### config.mk
export PLATFORM = sky130hd
export DESIGN_NAME = warp_fetch_pc_flat
export DESIGN_NICKNAME = d
export VERILOG_FILES = /design/src/rtl/fetch_pkg.sv /design/src/rtl/warp_fetch_pc_if.sv /design/src/rtl/fetch_out_slot.sv /design/src/rtl/warp_fetch_pc.sv /design/src/flat_wrapper.sv
export SDC_FILE = /design/constraint.sdc
export NUM_CORES = 1
export LEC_CHECK = 0
export BUFFER_PORTS_ARGS = -buffer_cell sky130_fd_sc_hd__buf_2
export CAP_MARGIN = 15
export CORE_ASPECT_RATIO = 1.5
export CORE_UTILIZATION = 52
export CTS_CLUSTER_DIAMETER = 150
export DETAILED_ROUTE_END_ITERATION = 7
export PLACE_DENSITY = 0.89
export SLEW_MARGIN = 10
export SYNTH_ARGS = -nofsm -noshare
export SYNTH_HDL_FRONTEND = slang
export SYNTH_SLANG_ARGS = --single-unit
export TNS_END_PERCENT = 100
### constraint.sdc
create_clock -name clk -period 3.58 [get_ports clk]
set_clock_uncertainty 0.1 [all_clocks]
set_input_delay 0.358 -clock clk [delete_from_list [all_inputs] [get_ports clk]]
set_output_delay 0.358 -clock clk [all_outputs]
set_load 0.02 [all_outputs]
### src/rtl/fetch_pkg.sv
// ----------------------------------------------------------------------------
// fetch_pkg
// Shared types and constants for the per-warp instruction-fetch PC unit.
//   - fetch_state_e  : warp fetch FSM states (IDLE, RUN, DRAIN)
//   - redirect_src_e : which redirect source wins this cycle
//   - PC_W_DEF / INSTR_W_DEF : default PC and instruction widths
//   - PC_STEP        : byte distance between sequential instructions
//   - redirect_select: priority encoder Qual2 > Qual1 > Jump
// ----------------------------------------------------------------------------
package fetch_pkg;

  localparam int PC_W_DEF    = 10;
  localparam int INSTR_W_DEF = 32;
  localparam int PC_STEP     = 4;

  typedef enum logic [1:0] {
    IDLE  = 2'd0,
    RUN   = 2'd1,
    DRAIN = 2'd2
  } fetch_state_e;

  typedef enum logic [1:0] {
    NONE  = 2'd0,
    QUAL2 = 2'd1,
    QUAL1 = 2'd2,
    JUMP  = 2'd3
  } redirect_src_e;

  // Reconvergence/RET beats a divergent-branch redirect, which beats a jump.
  function automatic redirect_src_e redirect_select(input logic qual2,
                                                    input logic qual1,
                                                    input logic jump);
    if (qual2)      return QUAL2;
    else if (qual1) return QUAL1;
    else if (jump)  return JUMP;
    else            return NONE;
  endfunction

endpackage

### src/rtl/warp_fetch_pc_if.sv
// ----------------------------------------------------------------------------
// warp_fetch_pc_if
// Bundles the I-cache request/response pair and the instruction-buffer
// valid/ready handshake seen by the fetch PC unit.
//   master : the fetch unit (drives Req/Addr and the IB slot outputs)
//   slave  : the I-cache + IB side (drives Hit/Instr and Ready)
// Signals:
//   Req_IF_ICache, Addr_IF_ICache      fetch request / address
//   Hit_ICache_IF, Instr_ICache_IF     response, one cycle after Req
//   Valid_IF_IB, Ready_IB_IF           output slot handshake
//   Instr_IF_IB, PCplus4_IF_IB         delivered instruction and its PC+4
// ----------------------------------------------------------------------------
interface warp_fetch_pc_if #(
  parameter int PC_W    = fetch_pkg::PC_W_DEF,
  parameter int INSTR_W = fetch_pkg::INSTR_W_DEF
);

  logic               Req_IF_ICache;
  logic [PC_W-1:0]    Addr_IF_ICache;
  logic               Hit_ICache_IF;
  logic [INSTR_W-1:0] Instr_ICache_IF;
  logic               Valid_IF_IB;
  logic               Ready_IB_IF;
  logic [INSTR_W-1:0] Instr_IF_IB;
  logic [PC_W-1:0]    PCplus4_IF_IB;

  modport master (
    output Req_IF_ICache, Addr_IF_ICache,
    input  Hit_ICache_IF, Instr_ICache_IF,
    output Valid_IF_IB, Instr_IF_IB, PCplus4_IF_IB,
    input  Ready_IB_IF
  );

  modport slave (
    input  Req_IF_ICache, Addr_IF_ICache,
    output Hit_ICache_IF, Instr_ICache_IF,
    input  Valid_IF_IB, Instr_IF_IB, PCplus4_IF_IB,
    output Ready_IB_IF
  );

endinterface

### src/rtl/fetch_out_slot.sv
// ----------------------------------------------------------------------------
// fetch_out_slot
// One-entry valid/ready holding register between the I-cache response and
// the instruction buffer.
// Ports:
//   clk, rst        clock, asynchronous active-high reset
//   load            a response is written this cycle
//   load_instr      instruction to store
//   load_pcplus4    PC+4 of that instruction
//   flush           drop the held entry (redirect)
//   ready           IB accepts the held entry this cycle
//   valid, instr, pcplus4  slot contents
//   can_accept      slot is empty or is being drained this cycle
// ----------------------------------------------------------------------------
module fetch_out_slot #(
  parameter int PC_W    = 10,
  parameter int INSTR_W = 32
) (
  input  logic               clk,
  input  logic               rst,
  input  logic               load,
  input  logic [INSTR_W-1:0] load_instr,
  input  logic [PC_W-1:0]    load_pcplus4,
  input  logic               flush,
  input  logic               ready,
  output logic               valid,
  output logic [INSTR_W-1:0] instr,
  output logic [PC_W-1:0]    pcplus4,
  output logic               can_accept
);

  logic               valid_reg;
  logic [INSTR_W-1:0] instr_reg;
  logic [PC_W-1:0]    pcplus4_reg;

  assign can_accept = !valid_reg || ready;

  always_ff @(posedge clk or posedge rst) begin
    if (rst) begin
      valid_reg   <= 1'b0;
      instr_reg   <= '0;
      pcplus4_reg <= '0;
    end else if (flush) begin
      valid_reg <= 1'b0;
    end else if (load) begin
      // Covers both the empty case and a same-cycle pop-and-refill.
      valid_reg   <= 1'b1;
      instr_reg   <= load_instr;
      pcplus4_reg <= load_pcplus4;
    end else if (valid_reg && ready) begin
      valid_reg <= 1'b0;
    end
  end

  assign valid   = valid_reg;
  assign instr   = instr_reg;
  assign pcplus4 = pcplus4_reg;

endmodule

### src/rtl/warp_fetch_pc.sv
// ----------------------------------------------------------------------------
// warp_fetch_pc
// Per-warp IF-stage PC unit: owns the warp PC, issues fetches to a 1-cycle
// I-cache, applies SIMT/jump redirects and hands instructions to the IB.
// Ports:
//   clk, rst                      clock, asynchronous active-high reset
//   Start_TM_IF, StartPC_TM_IF    launch the warp at a PC (IDLE only)
//   Exit_ID_IF                    EXIT decoded, drain and go idle
//   Stall_SIMT_IF                 hold issue while a branch resolves
//   UpdatePC_Qual1_SIMT_IF + BrTarget_EX_IF   divergent-branch redirect
//   UpdatePC_Qual2_SIMT_IF + TA_Warp_SIMT_IF  reconvergence/RET redirect
//   Jump_ID_IF + JumpTarget_ID_IF             unconditional jump
//   bus (warp_fetch_pc_if.master) I-cache request/response and IB handshake
//   Active_IF_TM                  warp is in RUN or DRAIN
// Optional: define FETCH_PERF_CNT_EN to add 16-bit saturating counters
//   StallCycles_IF, MissCycles_IF, Redirects_IF (cleared by rst and Start).
// ----------------------------------------------------------------------------
module warp_fetch_pc
  import fetch_pkg::*;
#(
  parameter int PC_W    = PC_W_DEF,
  parameter int INSTR_W = INSTR_W_DEF
) (
  input  logic            clk,
  input  logic            rst,
  input  logic            Start_TM_IF,
  input  logic [PC_W-1:0] StartPC_TM_IF,
  input  logic            Exit_ID_IF,
  input  logic            Stall_SIMT_IF,
  input  logic            UpdatePC_Qual1_SIMT_IF,
  input  logic [PC_W-1:0] BrTarget_EX_IF,
  input  logic            UpdatePC_Qual2_SIMT_IF,
  input  logic [PC_W-1:0] TA_Warp_SIMT_IF,
  input  logic            Jump_ID_IF,
  input  logic [PC_W-1:0] JumpTarget_ID_IF,
  warp_fetch_pc_if.master bus,
  output logic            Active_IF_TM
`ifdef FETCH_PERF_CNT_EN
  ,
  output logic [15:0]     StallCycles_IF,
  output logic [15:0]     MissCycles_IF,
  output logic [15:0]     Redirects_IF
`endif
);

  localparam logic [PC_W-1:0] STEP       = PC_W'(PC_STEP);
  localparam logic [PC_W-1:0] ALIGN_MASK = {{(PC_W-2){1'b1}}, 2'b00};

  fetch_state_e    state_reg;
  logic [PC_W-1:0] pc_reg;
  logic [PC_W-1:0] req_pc_reg;
  logic            inflight_reg;

  redirect_src_e   redirect_src;
  logic [PC_W-1:0] raw_target;
  logic [PC_W-1:0] redirect_target;
  logic            run_now;
  logic            redirect_taken;
  logic            resp_reject;
  logic            req;
  logic            slot_load;
  logic            slot_valid;
  logic            slot_can_accept;

  assign run_now      = (state_reg == RUN);
  assign redirect_src = redirect_select(UpdatePC_Qual2_SIMT_IF,
                                        UpdatePC_Qual1_SIMT_IF, Jump_ID_IF);
  // Exit outranks any redirect: the target is simply dropped.
  assign redirect_taken = run_now && !Exit_ID_IF && (redirect_src != NONE);

  always_comb begin
    raw_target = '0;
    case (redirect_src)
      QUAL2:   raw_target = TA_Warp_SIMT_IF;
      QUAL1:   raw_target = BrTarget_EX_IF;
      JUMP:    raw_target = JumpTarget_ID_IF;
      default: raw_target = '0;
    endcase
  end
  assign redirect_target = raw_target & ALIGN_MASK;

  // A response that misses, or that finds the slot still held, is rolled
  // back and re-fetched; both cases share one replay path.
  assign resp_reject = inflight_reg && !(bus.Hit_ICache_IF && slot_can_accept);
  // Redirects squash the response arriving in the redirect cycle.
  assign slot_load   = inflight_reg && bus.Hit_ICache_IF && slot_can_accept &&
                       !redirect_taken;

  assign req = run_now && !Exit_ID_IF && !Stall_SIMT_IF &&
               (redirect_src == NONE) && slot_can_accept && !resp_reject;

  always_ff @(posedge clk or posedge rst) begin
    if (rst) begin
      state_reg    <= IDLE;
      pc_reg       <= '0;
      req_pc_reg   <= '0;
      inflight_reg <= 1'b0;
    end else begin
      inflight_reg <= req;
      case (state_reg)
        IDLE: begin
          if (Start_TM_IF) begin
            state_reg <= RUN;
            pc_reg    <= StartPC_TM_IF & ALIGN_MASK;
          end
        end
        RUN: begin
          if (Exit_ID_IF) begin
            state_reg <= DRAIN;
          end else if (redirect_taken) begin
            pc_reg <= redirect_target;
          end else if (req) begin
            req_pc_reg <= pc_reg;
            pc_reg     <= pc_reg + STEP;
          end else if (resp_reject) begin
            pc_reg <= req_pc_reg;
          end
        end
        DRAIN: begin
          if (!inflight_reg && (!slot_valid || bus.Ready_IB_IF))
            state_reg <= IDLE;
        end
        default: state_reg <= IDLE;
      endcase
    end
  end

  fetch_out_slot #(
    .PC_W    (PC_W),
    .INSTR_W (INSTR_W)
  ) u_slot (
    .clk          (clk),
    .rst          (rst),
    .load         (slot_load),
    .load_instr   (bus.Instr_ICache_IF),
    .load_pcplus4 (req_pc_reg + STEP),
    .flush        (redirect_taken),
    .ready        (bus.Ready_IB_IF),
    .valid        (slot_valid),
    .instr        (bus.Instr_IF_IB),
    .pcplus4      (bus.PCplus4_IF_IB),
    .can_accept   (slot_can_accept)
  );

  assign bus.Req_IF_ICache  = req;
  assign bus.Addr_IF_ICache = pc_reg;
  assign bus.Valid_IF_IB    = slot_valid;
  assign Active_IF_TM       = (state_reg != IDLE);

`ifdef FETCH_PERF_CNT_EN
  logic [2:0] perf_event;
  logic       perf_clear;

  assign perf_clear    = (state_reg == IDLE) && Start_TM_IF;
  assign perf_event[0] = run_now && Stall_SIMT_IF;
  assign perf_event[1] = inflight_reg && !bus.Hit_ICache_IF;
  assign perf_event[2] = redirect_taken;

  for (genvar gi = 0; gi < 3; gi++) begin : g_perf
    logic [15:0] cnt_reg;
    always_ff @(posedge clk or posedge rst) begin
      if (rst)
        cnt_reg <= '0;
      else if (perf_clear)
        cnt_reg <= '0;
      else if (perf_event[gi] && (cnt_reg != 16'hFFFF))
        cnt_reg <= cnt_reg + 16'd1;
    end
  end

  assign StallCycles_IF = g_perf[0].cnt_reg;
  assign MissCycles_IF  = g_perf[1].cnt_reg;
  assign Redirects_IF   = g_perf[2].cnt_reg;
`endif

endmodule

### src/flat_wrapper.sv
// flat-port wrapper written by rule: the top's interface ports become plain ports
module warp_fetch_pc_flat import fetch_pkg::*;
#(
  parameter int PC_W    = PC_W_DEF,
  parameter int INSTR_W = INSTR_W_DEF
)
  (clk, rst, Start_TM_IF, StartPC_TM_IF, Exit_ID_IF, Stall_SIMT_IF, UpdatePC_Qual1_SIMT_IF, BrTarget_EX_IF, UpdatePC_Qual2_SIMT_IF, TA_Warp_SIMT_IF, Jump_ID_IF, JumpTarget_ID_IF, Active_IF_TM, bus_Req_IF_ICache, bus_Addr_IF_ICache, bus_Hit_ICache_IF, bus_Instr_ICache_IF, bus_Valid_IF_IB, bus_Instr_IF_IB, bus_PCplus4_IF_IB, bus_Ready_IB_IF);
  warp_fetch_pc_if #(.PC_W(PC_W), .INSTR_W(INSTR_W)) bus_i ();
  input  logic clk;
  input  logic rst;
  input  logic Start_TM_IF;
  input  logic [PC_W-1:0] StartPC_TM_IF;
  input  logic Exit_ID_IF;
  input  logic Stall_SIMT_IF;
  input  logic UpdatePC_Qual1_SIMT_IF;
  input  logic [PC_W-1:0] BrTarget_EX_IF;
  input  logic UpdatePC_Qual2_SIMT_IF;
  input  logic [PC_W-1:0] TA_Warp_SIMT_IF;
  input  logic Jump_ID_IF;
  input  logic [PC_W-1:0] JumpTarget_ID_IF;
  output logic Active_IF_TM;
  output wire logic [$bits(bus_i.Req_IF_ICache)-1:0] bus_Req_IF_ICache;
  output wire logic [$bits(bus_i.Addr_IF_ICache)-1:0] bus_Addr_IF_ICache;
  input wire logic [$bits(bus_i.Hit_ICache_IF)-1:0] bus_Hit_ICache_IF;
  input wire logic [$bits(bus_i.Instr_ICache_IF)-1:0] bus_Instr_ICache_IF;
  output wire logic [$bits(bus_i.Valid_IF_IB)-1:0] bus_Valid_IF_IB;
  output wire logic [$bits(bus_i.Instr_IF_IB)-1:0] bus_Instr_IF_IB;
  output wire logic [$bits(bus_i.PCplus4_IF_IB)-1:0] bus_PCplus4_IF_IB;
  input wire logic [$bits(bus_i.Ready_IB_IF)-1:0] bus_Ready_IB_IF;
  assign bus_Req_IF_ICache = bus_i.Req_IF_ICache;
  assign bus_Addr_IF_ICache = bus_i.Addr_IF_ICache;
  assign bus_i.Hit_ICache_IF = bus_Hit_ICache_IF;
  assign bus_i.Instr_ICache_IF = bus_Instr_ICache_IF;
  assign bus_Valid_IF_IB = bus_i.Valid_IF_IB;
  assign bus_Instr_IF_IB = bus_i.Instr_IF_IB;
  assign bus_PCplus4_IF_IB = bus_i.PCplus4_IF_IB;
  assign bus_i.Ready_IB_IF = bus_Ready_IB_IF;
  warp_fetch_pc #(.PC_W(PC_W), .INSTR_W(INSTR_W)) u_core (.clk(clk), .rst(rst), .Start_TM_IF(Start_TM_IF), .StartPC_TM_IF(StartPC_TM_IF), .Exit_ID_IF(Exit_ID_IF), .Stall_SIMT_IF(Stall_SIMT_IF), .UpdatePC_Qual1_SIMT_IF(UpdatePC_Qual1_SIMT_IF), .BrTarget_EX_IF(BrTarget_EX_IF), .UpdatePC_Qual2_SIMT_IF(UpdatePC_Qual2_SIMT_IF), .TA_Warp_SIMT_IF(TA_Warp_SIMT_IF), .Jump_ID_IF(Jump_ID_IF), .JumpTarget_ID_IF(JumpTarget_ID_IF), .bus(bus_i), .Active_IF_TM(Active_IF_TM));
endmodule
==> flow_metrics.env <==
export IMPL_status="finished, final reports clean"
export IMPL_synth_cells=293
export IMPL_drv_slew=0
export IMPL_power_leakage_nw=2.17
export IMPL_port_buffer_count=128
export IMPL_synth_nets=377
export IMPL_ys_types=47
export IMPL_async_flop_share=1.00
export IMPL_finalHoldViolCount=0
export IMPL_grt_pass1_wl_mm=12.2
export IMPL_worstMarginPinSlew_ps=728
export IMPL_cts_root_buf="clkbuf_8"
export IMPL_setup_violations=0
export IMPL_area_growth_syn_to_layout_pct=27.1
export IMPL_fin_nets=506
export IMPL_netlist_area_um2=3290
export IMPL_routedWlPerCell_um=15.1
export IMPL_cts_resized_gates=0
export IMPL_largest_reg_flops=32
export IMPL_mostFrequentLayoutCells="buf_2, dfrtp_1, mux2_2, nand2_1, a21oi_1"
export IMPL_vias=2722
export IMPL_grt_max_degree=49
export IMPL_dieArea_um2=6660
export IMPL_postSynthAreaPerCell_um2=11.2
export IMPL_dp_hpwl_mm=5.79
export IMPL_power_density_nw_per_um2=620
export IMPL_seq_area_frac_synth=0.502
export IMPL_die_x_um=67.0
export IMPL_htreeDepth=3
export IMPL_rsz0062_at_grt="no"
export IMPL_synth_seq_cells=66
export IMPL_fmax_ghz=0.379
export IMPL_place_area_um2=3980
export IMPL_grt_overflow_total=0
export IMPL_hp_class="in -> async"
export IMPL_firstDrtPassIters=4
export IMPL_cts_tree="yes"
export IMPL_endpoint_kind="primary output"
export IMPL_stdcell_area_um2=4190
export IMPL_cts_hold_buf=0
export IMPL_yosys_warnings=0
export IMPL_io_pins=137
export IMPL_worst_path_max_fanout=11
export IMPL_vias_per_cell=5.43
export IMPL_start_kind="flop"
export IMPL_cp_data_arrival_time_ps=2180
export IMPL_antenna_found_initial=0
export IMPL_clock_path_buffers=2
export IMPL_die_y_um=99.5
export IMPL_core_area_um2=6130
export IMPL_relSlewSlack=0.514
export IMPL_drc=0
export IMPL_rows=35
export IMPL_whs_ps=39.5
export IMPL_wl_mm=7.57
export IMPL_drive_above_1_share=0.450
export IMPL_grt_usage=0.246
export IMPL_post_place_cells=485
export IMPL_cts_buffers=9
export IMPL_gp_congestion=0.883
export IMPL_setup_tns_final_ps=0
export IMPL_cts_sinks=66
export IMPL_required_ps=3120
export IMPL_path_class="reg -> out"
export IMPL_finalCriticalPeriod_ps=2640
export IMPL_ant_nets=0
export IMPL_maxCapViolations=0
export IMPL_fin_crit_sh=0.737
export IMPL_ir_drop_mv=0.395
export IMPL_post_cts_buffers=0
export IMPL_drtIter0Drc=145
export IMPL_synth_ff_type="dfrtp_1"
export IMPL_clkTransAtPathRegs_ps=70
export IMPL_clock_latency_ps=340
export IMPL_diodes=0
export IMPL_final_cells=501
export IMPL_grt_pass1_vias=2703
export IMPL_mostFrequentLayoutCell="buf_2"
export IMPL_synth_edf_count=0
export IMPL_post_place_ws_ps=1090
export IMPL_initial_core_util=0.537
export IMPL_setup_ws_ps=941
-- cell usage after synthesis (all sizes together) (2+ instances only) --
master	n	area share
nand4	2	0.0038
nor2b	3	0.0080
a22o	3	0.0080
xnor2	6	0.016
dfrtp	66	0.50
o311ai	2	0.0053
inv	10	0.011
nand2b	8	0.015
xor2	4	0.011
nor3	11	0.027
a221oi	2	0.0053
a211o	2	0.0053
o31ai	2	0.0046
clkbuf	2	0.0023
nor2	16	0.018
nand2	19	0.022
mux2i	3	0.0091
a21oi	19	0.031
ha	2	0.0076
nand3b	3	0.0068
o211ai	4	0.0091
a31oi	5	0.0095
mux2	44	0.15
o21ai	16	0.024
buf	12	0.024
or3	5	0.013
nand3	12	0.020
-- logic make-up (layout without fill, tap and decap cells) --
family          Yosys count  in the layout  synth area share
fa+ha+maj                 2              2           0.00760
simple gates             80             80             0.136
mux                      47             47             0.162
compound gates           63             63             0.127
buf+inv                  25            159            0.0399
flops                    66             66             0.502
xor+xnor                 10             10            0.0266
-- where the power goes --
| part | switching [W] | internal [W] |
|---|---|---|
| clock network | 0.000280 | 0.000392 |
| logic | 0.000479 | 0.000362 |
| registers | 0.000169 | 0.000912 |
-- per-layer routing --
metal	vias to the layer above	part of all wire	wire [µm]	track usage
met5	-	0	0	0
met4	0	0.014	108	0.103
met3	15	0.062	470	0.0608
met2	110	0.54	4060	0.434
met1	1280	0.39	2930	0.273
li1	1317	-	-	-
-- stage by stage --
| step | utilization | power [W] |
|---|---|---|
| 2_1_floorplan | - | 0.00165 |
| 3_3_place_gp | 0.649 | 0.00191 |
| 3_5_place_dp | 0.649 | 0.00194 |
| 4_1_cts | 0.683 | 0.00262 |
| 5_1_grt | 0.683 | 0.00275 |
| 6_report | 0.683 | 0.00259 |
-- cell type report --
| class | count | area, µm² |
|---|---|---|
| fillers | 500 | 1940 |
| flip-flops and latches | 66 | 1650 |
| multi-input cells | 202 | 1520 |
| repair buffers | 132 | 671 |
| clock buffers | 11 | 131 |
| well taps | 74 | 92.6 |
| clock inverters | 5 | 78.8 |
| inverters | 11 | 46.3 |
-- worst paths after layout --
check                                             start                       to  slack [ps]  cells after the start
worst max-delay path                u_core.state_reg[1]        bus_Req_IF_ICache         940                      5
worst min-delay path                                rst  u_core.u_slot.instr[31]          40                      2
worst max register to register      u_core.state_reg[1]   u_core.u_slot.instr[7]        1160                      5
worst min register to register  u_core.u_slot.instr[14]  u_core.u_slot.instr[14]         380                      1
max in group asynchronous                           rst     u_core.req_pc_reg[4]        2440                      3
min in group clk                bus_Instr_ICache_IF[14]  u_core.u_slot.instr[14]         140                      2
-- critical path: stages, from the launching register on --
cell and delay (ps):
dfrtp_1 420, nand2b_1 410, nor3_4 450, nand2_2 210, clkinv_4 160, buf_2 180
No activity file was read; power rests on OpenSTA's default activity.
